$ cat src/rtl/rdc_pkg.sv
// Shared definitions for the rotating segment display controller:
// FSM state encoding and the default code of an empty display slot.
package rdc_pkg;

    typedef enum logic [1:0] {
        IDLE   = 2'd0,
        LOAD   = 2'd1,
        HOLD   = 2'd2,
        ROTATE = 2'd3
    } rdc_state_e;

    // Wide all-ones value; instances slice it down to their code width.
    localparam logic [31:0] BLANK_DEFAULT = 32'hFFFF_FFFF;

endpackage

$ cat src/rtl/rotate_display_ctrl_btn_edge_sync.sv
// Two-flop synchroniser plus rising-edge detector for a debounced button.
// A button already held when reset releases does not produce a pulse.
module btn_edge_sync
    import rdc_pkg::*;
(
    input  logic clk,
    input  logic rst_n,
    input  logic btn,
    output logic pulse
);

    logic sync_1;
    logic sync_2;
    logic prev;
    logic ready_1;
    logic ready_2;

    // prev is held high until the synchroniser output is trustworthy, so a
    // level present at reset release looks like "already pressed".
    always_ff @(posedge clk or negedge rst_n) begin
        if (!rst_n) begin
            sync_1  <= 1'b0;
            sync_2  <= 1'b0;
            ready_1 <= 1'b0;
            ready_2 <= 1'b0;
            prev    <= 1'b1;
        end else begin
            sync_1  <= btn;
            sync_2  <= sync_1;
            ready_1 <= 1'b1;
            ready_2 <= ready_1;
            prev    <= ready_2 ? sync_2 : 1'b1;
        end
    end

    assign pulse = sync_2 & ~prev;

endmodule

$ cat src/rtl/rotate_display_ctrl.sv
// Load/hold/rotate controller for a multiplexed segment display.
// Optional build macro LOAD_BLINK_EN: blink the slot being loaded.
module rotate_display_ctrl
    import rdc_pkg::*;
#(
    parameter int NUM_DIGITS  = 4,
    parameter int CODE_W      = 8,
    parameter int STEP_DIV    = 10000000,
    parameter int REFRESH_DIV = 10000,
    parameter logic [CODE_W-1:0] BLANK_CODE = BLANK_DEFAULT[CODE_W-1:0]
) (
    input  logic                  clk,
    input  logic                  rst_n,
    input  logic                  load_rotate,
    input  logic                  clear,
    input  logic                  dir,
    input  logic [CODE_W-1:0]     code_in,
    output logic [CODE_W-1:0]     pattern,
    output logic [NUM_DIGITS-1:0] digit_sel,
    output logic [1:0]            state
);

    localparam int IDX_W  = $clog2(NUM_DIGITS);
    localparam int STEP_W = $clog2(STEP_DIV);
    localparam int SCAN_W = (REFRESH_DIV > 1) ? $clog2(REFRESH_DIV) : 1;

    rdc_state_e state_q;
    rdc_state_e state_d;

    logic [NUM_DIGITS-1:0][CODE_W-1:0] slots;
    logic [IDX_W-1:0]  ptr;
    logic [STEP_W-1:0] step_cnt;
    logic [SCAN_W-1:0] scan_cnt;
    logic [IDX_W-1:0]  scan_idx;
    logic [CODE_W-1:0] disp;

    logic load_ev;
    logic clear_ev;
    logic tick;
    logic write_en;
    logic step_en;
    logic step_clr;
    logic ptr_clr;
    logic step_run;

    btn_edge_sync u_load_sync (
        .clk   (clk),
        .rst_n (rst_n),
        .btn   (load_rotate),
        .pulse (load_ev)
    );

    btn_edge_sync u_clear_sync (
        .clk   (clk),
        .rst_n (rst_n),
        .btn   (clear),
        .pulse (clear_ev)
    );

    assign tick = (step_cnt == STEP_W'(STEP_DIV - 1));

    always_ff @(posedge clk or negedge rst_n) begin
        if (!rst_n) state_q <= IDLE;
        else        state_q <= state_d;
    end

    // Clear beats everything; a load in ROTATE beats a simultaneous step.
    always_comb begin
        state_d  = state_q;
        write_en = 1'b0;
        step_en  = 1'b0;
        step_clr = 1'b0;
        ptr_clr  = 1'b0;
        if (clear_ev) begin
            state_d = IDLE;
        end else begin
            case (state_q)
                IDLE: if (load_ev) begin
                    state_d  = LOAD;
                    ptr_clr  = 1'b1;
                    step_clr = 1'b1;
                end
                LOAD: if (load_ev) begin
                    write_en = 1'b1;
                    if (ptr == IDX_W'(NUM_DIGITS - 1)) state_d = HOLD;
                end
                HOLD: if (load_ev) begin
                    state_d  = ROTATE;
                    step_clr = 1'b1;
                end
                ROTATE: begin
                    if (load_ev)   state_d = HOLD;
                    else if (tick) step_en = 1'b1;
                end
                default: state_d = IDLE;
            endcase
        end
    end

`ifdef LOAD_BLINK_EN
    assign step_run = (state_q == ROTATE) || (state_q == LOAD);
`else
    assign step_run = (state_q == ROTATE);
`endif

    always_ff @(posedge clk or negedge rst_n) begin
        if (!rst_n) begin
            slots    <= {NUM_DIGITS{BLANK_CODE}};
            ptr      <= '0;
            step_cnt <= '0;
        end else if (clear_ev) begin
            slots    <= {NUM_DIGITS{BLANK_CODE}};
            ptr      <= '0;
            step_cnt <= '0;
        end else begin
            if (write_en) begin
                slots[ptr] <= code_in;
                ptr <= (ptr == IDX_W'(NUM_DIGITS - 1)) ? '0 : ptr + 1'b1;
            end else if (ptr_clr) begin
                ptr <= '0;
            end
            // Left moves content toward slot 0; right toward slot N-1.
            if (step_en) begin
                if (dir) slots <= {slots[NUM_DIGITS-2:0], slots[NUM_DIGITS-1]};
                else     slots <= {slots[0], slots[NUM_DIGITS-1:1]};
            end
            if (step_clr)      step_cnt <= '0;
            else if (step_run) step_cnt <= tick ? '0 : step_cnt + 1'b1;
        end
    end

`ifdef LOAD_BLINK_EN
    logic blink_blank;

    always_ff @(posedge clk or negedge rst_n) begin
        if (!rst_n)                           blink_blank <= 1'b0;
        else if (clear_ev || step_clr)        blink_blank <= 1'b0;
        else if (state_q == LOAD && tick)     blink_blank <= ~blink_blank;
    end

    always_comb begin
        disp = slots[scan_idx];
        if (state_q == LOAD && scan_idx == ptr)
            disp = blink_blank ? BLANK_CODE : code_in;
    end
`else
    assign disp = slots[scan_idx];
`endif

    always_ff @(posedge clk or negedge rst_n) begin
        if (!rst_n) begin
            scan_cnt <= '0;
            scan_idx <= '0;
            pattern  <= BLANK_CODE;
        end else begin
            pattern <= disp;
            if (scan_cnt == SCAN_W'(REFRESH_DIV - 1)) begin
                scan_cnt <= '0;
                scan_idx <= (scan_idx == IDX_W'(NUM_DIGITS - 1)) ? '0 : scan_idx + 1'b1;
            end else begin
                scan_cnt <= scan_cnt + 1'b1;
            end
        end
    end

    assign digit_sel = ~(NUM_DIGITS'(1) << scan_idx);
    assign state     = state_q;

endmodule

$ cat config.mk
export PLATFORM = sky130hd
export DESIGN_NAME = rotate_display_ctrl
export DESIGN_NICKNAME = d
export VERILOG_FILES = /design/src/rtl/rdc_pkg.sv /design/src/rtl/rotate_display_ctrl_btn_edge_sync.sv /design/src/rtl/rotate_display_ctrl.sv
export SDC_FILE = /design/constraint.sdc
export NUM_CORES = 1
export LEC_CHECK = 0
export ABC_CLOCK_PERIOD_IN_PS = 2500
export CORE_MARGIN = 4
export CORE_UTILIZATION = 30
export DETAILED_ROUTE_END_ITERATION = 16
export SLEW_MARGIN = 20
export SYNTH_ARGS = -nofsm -noshare
export SYNTH_HDL_FRONTEND = slang
export SYNTH_HIERARCHICAL = 1
export SYNTH_SLANG_ARGS = --single-unit
$ cat constraint.sdc
create_clock -name clk -period 2.5 [get_ports clk]
set_input_delay 0.25 -clock clk [delete_from_list [all_inputs] [get_ports clk]]
set_output_delay 0.25 -clock clk [all_outputs]
set_load 0.02 [all_outputs]
==> results.json, run 1 <==
{
  "run_status": "finished clean",
  "io_buffers": 26,
  "fillers": 1781,
  "yosysWarnings": 6,
  "fp.dieW_um": 142,
  "io_pins": 27,
  "synth_top_cell_by_area": "dfrtp_1",
  "arrival_ns": 2.59,
  "fin_crit_ns": 2.36,
  "critPathKind": "register to register",
  "grt_overflow": 0,
  "min_period_over_period_pct": 94.5,
  "first_global_vias": 4120,
  "min-delay-path-class": "input pin to register",
  "wl_um": 12600,
  "clock_skew_ns": 0.0105,
  "yosys_register_bits": 94,
  "placementRows": 48,
  "cpLargestDelayFamily": "simple AND/OR/NAND/NOR gates",
  "grt_pass1_wl_um": 21100,
  "fin_util_pct": 35.2,
  "grt_max_degree": 95,
  "powerDensity_nw_per_um2": 618,
  "fin_ws_ns": 0.138,
  "synth_top_area_share_pct": 24.2,
  "coreArea_um2": 17400,
  "pre_cts_ws_ns": 0.126,
  "multi_input_area_um2": 2690,
  "synth_nets": 580,
  "synth_most_common_cell": "nand2_1",
  "p_leak_nw": 2.59,
  "cp-end-kind": "register",
  "cts-buffers-inserted": 9,
  "fmax_mhz": 423,
  "clock_path_buffers": 2,
  "ys.flop_type": "dfrtp_1",
  "hold_viol_final": 0,
  "num_antenna_cells": 0,
  "cts.clk_slew.worst_paths_ns": 0.06,
  "drv_cap": 0,
  "ys_seq_area_share_pct": 44.7,
  "syn_area_per_cell_um2": 9.65,
  "ys_types": 56,
  "cp.required_ns": 2.73,
  "async_reset_ff_share_pct": 100,
  "clock_latency_ns": 0.35,
  "wl_per_cell_um": 15.6,
  "antenna_found_initial": 0,
  "synth_area_leaders": "dfrtp_1, dfstp_2, nand3_1, nand2_1, mux2i_1",
  "cts_setup_buffers": 0,
  "rsz0062_at_grt": "false",
  "avgViaCountPerCell": 5.26,
  "yosys-top-cells-count": "nand2_1, nand3_1, dfrtp_1, dfstp_2, mux2i_1",
  "clkSinkCount": 94,
  "die_area_um2": 20100,
  "worst_pin_slew_ns": 1.07,
  "slew_violations": 0,
  "synthesis.area_um2": 5370,
  "gp_congestion": 0.863,
  "synthCells": 557,
  "dp_hpwl_um": 8200,
  "slowest_delay_ns": 0.56,
  "drt_iter0_drc": 339,
  "ant_nets": 0,
  "syn2layout_area_growth_pct": 14.2,
  "vdd_drop_max_v": 0.000547,
  "cts_tree": "built",
  "start_kind": "register",
  "slew_headroom_pct": 28.6,
  "critical_path_peak_fanout": 11,
  "vias": 4253,
  "fin_nets": 601,
  "die_h_um": 142,
  "critPathSlowestCell": "or4_4",
  "detail_route.first_pass.iterations": 5,
  "setup_viol": 0,
  "tns_ns": 0,
  "groute.usage.overall_pct": 12.9,
  "drive_gt1_share_pct": 16.3,
  "start_util_pct": 30.9,
  "cts_root_buffer": "clkbuf_16",
  "drc": 0,
  "synth-edff-count": 0,
  "path_buf_inv": 0,
  "cts_htree_levels": 3,
  "seqCellArea_um2": 2400,
  "path_cells": "nand3_2 > or4_4 > o21ai_2 > nor2_4 > a221o_1"
}
-- report_power, final --
part           internal (W)  leakage, nW  switching [W]
combinational      0.000241         1.31       0.000284
sequential          0.00169         1.13       0.000103
clock              0.000877        0.156       0.000594
total               0.00281         2.59       0.000981
-- worst register-to-register path, cell delays in order (launching register included) --
cell	delay [ns]
dfrtp_1	0.44
nand3_2	0.20
or4_4	0.57
o21ai_2	0.54
nor2_4	0.16
a221o_1	0.34
-- placed cells by master, fill, tap and decap left out, types with 5 or more instances in the layout --
| cell | count |
|---|---|
| mux2i_1 | 33 |
| inv_1 | 15 |
| o211ai_1 | 6 |
| a31oi_1 | 7 |
| clkdlybuf4s50_1 | 24 |
| o21ai_0 | 12 |
| nand2_1 | 95 |
| mux4_2 | 8 |
| nand4_1 | 7 |
| xnor2_1 | 6 |
| or4_1 | 5 |
| nor4_1 | 7 |
| and3_1 | 8 |
| clkbuf_16 | 9 |
| ha_1 | 10 |
| buf_4 | 15 |
| nand3_1 | 78 |
| nor3_1 | 8 |
| a22o_1 | 7 |
| o21ai_1 | 5 |
| a21o_1 | 31 |
| dfstp_2 | 42 |
| xor2_1 | 6 |
| a21oi_1 | 10 |
| dfrtp_1 | 52 |
| nor2_1 | 25 |
-- state kept, by name, summed over array words and instances (netlist names), 2 cells and up --
name / cells
pattern: 8
ptr: 2
scan_cnt: 14
scan_idx: 2
slots: 32
state: 2
step_cnt: 24
-- stage by stage --
stage	instance area, µm²	hold WS, ns	instances	power [W]
2_1_floorplan	5370	-0.0456	557	0.00213
3_3_place_gp	5800	0.333	791	0.00233
5_1_grt	6130	0.322	808	0.00397
4_1_cts	6130	0.327	808	0.00384
3_5_place_dp	5800	0.335	791	0.00234
6_report	6130	0.340	808	0.00379
-- final timing paths --
path	startpoint	endpoint	slack [ns]	depth (start not counted)
worst min register to register	u_clear_sync/sync_1	u_clear_sync/sync_2	0.35	0
worst max-delay path	step_cnt[15]	step_cnt[16]	0.14	5
worst max register to register	step_cnt[15]	step_cnt[16]	0.14	5
worst min-delay path	clear	u_clear_sync/sync_1	0.34	1
min in group asynchronous	rst_n	step_cnt[22]	0.50	3
max in group asynchronous	rst_n	slots[5]	1.60	3
-- metal layers --
metal	part of all wire, %	global-route usage [%]	vias to the layer above
li1	-	-	2031
met1	47	17.8	2097
met2	46	20.4	107
met3	4.9	3.03	18
met4	1.4	3.33	0
met5	0	0	-
-- logic make-up after synthesis --
logic type	after synthesis	share of synthesized area, %
xor+xnor	12	1.96
fa+ha+maj	10	2.33
compound gates	88	11.3
buf+inv	47	5.31
flops	94	44.7
other cells	2	0.140
simple gates	263	24.7
mux	41	9.50
-- repair_timing --
item	in CTS	in global routing
hold buffers	1	0
gates resized for setup	0	1
endpoints found under the setup margin	0	4
hold endpoints to repair	52	0
-- layout make-up --
| cell class | count | area share (%) |
|---|---|---|
| inverter | 15 | 0.918 |
| tap | 225 | 4.59 |
| timing repair buffer | 42 | 6.32 |
| clock inverter | 6 | 1.43 |
| clock buffer | 10 | 3.73 |
| multi-input combinational | 416 | 43.8 |
| sequential | 94 | 39.2 |
(Power assumes the default switching activity.)
==> inputs of run 2 (changes only) <==
CTS_CLUSTER_DIAMETER = 60   (was unset)
==> results of run 2 <==
Final layout, timing and power as in run 1 (identical DEF).
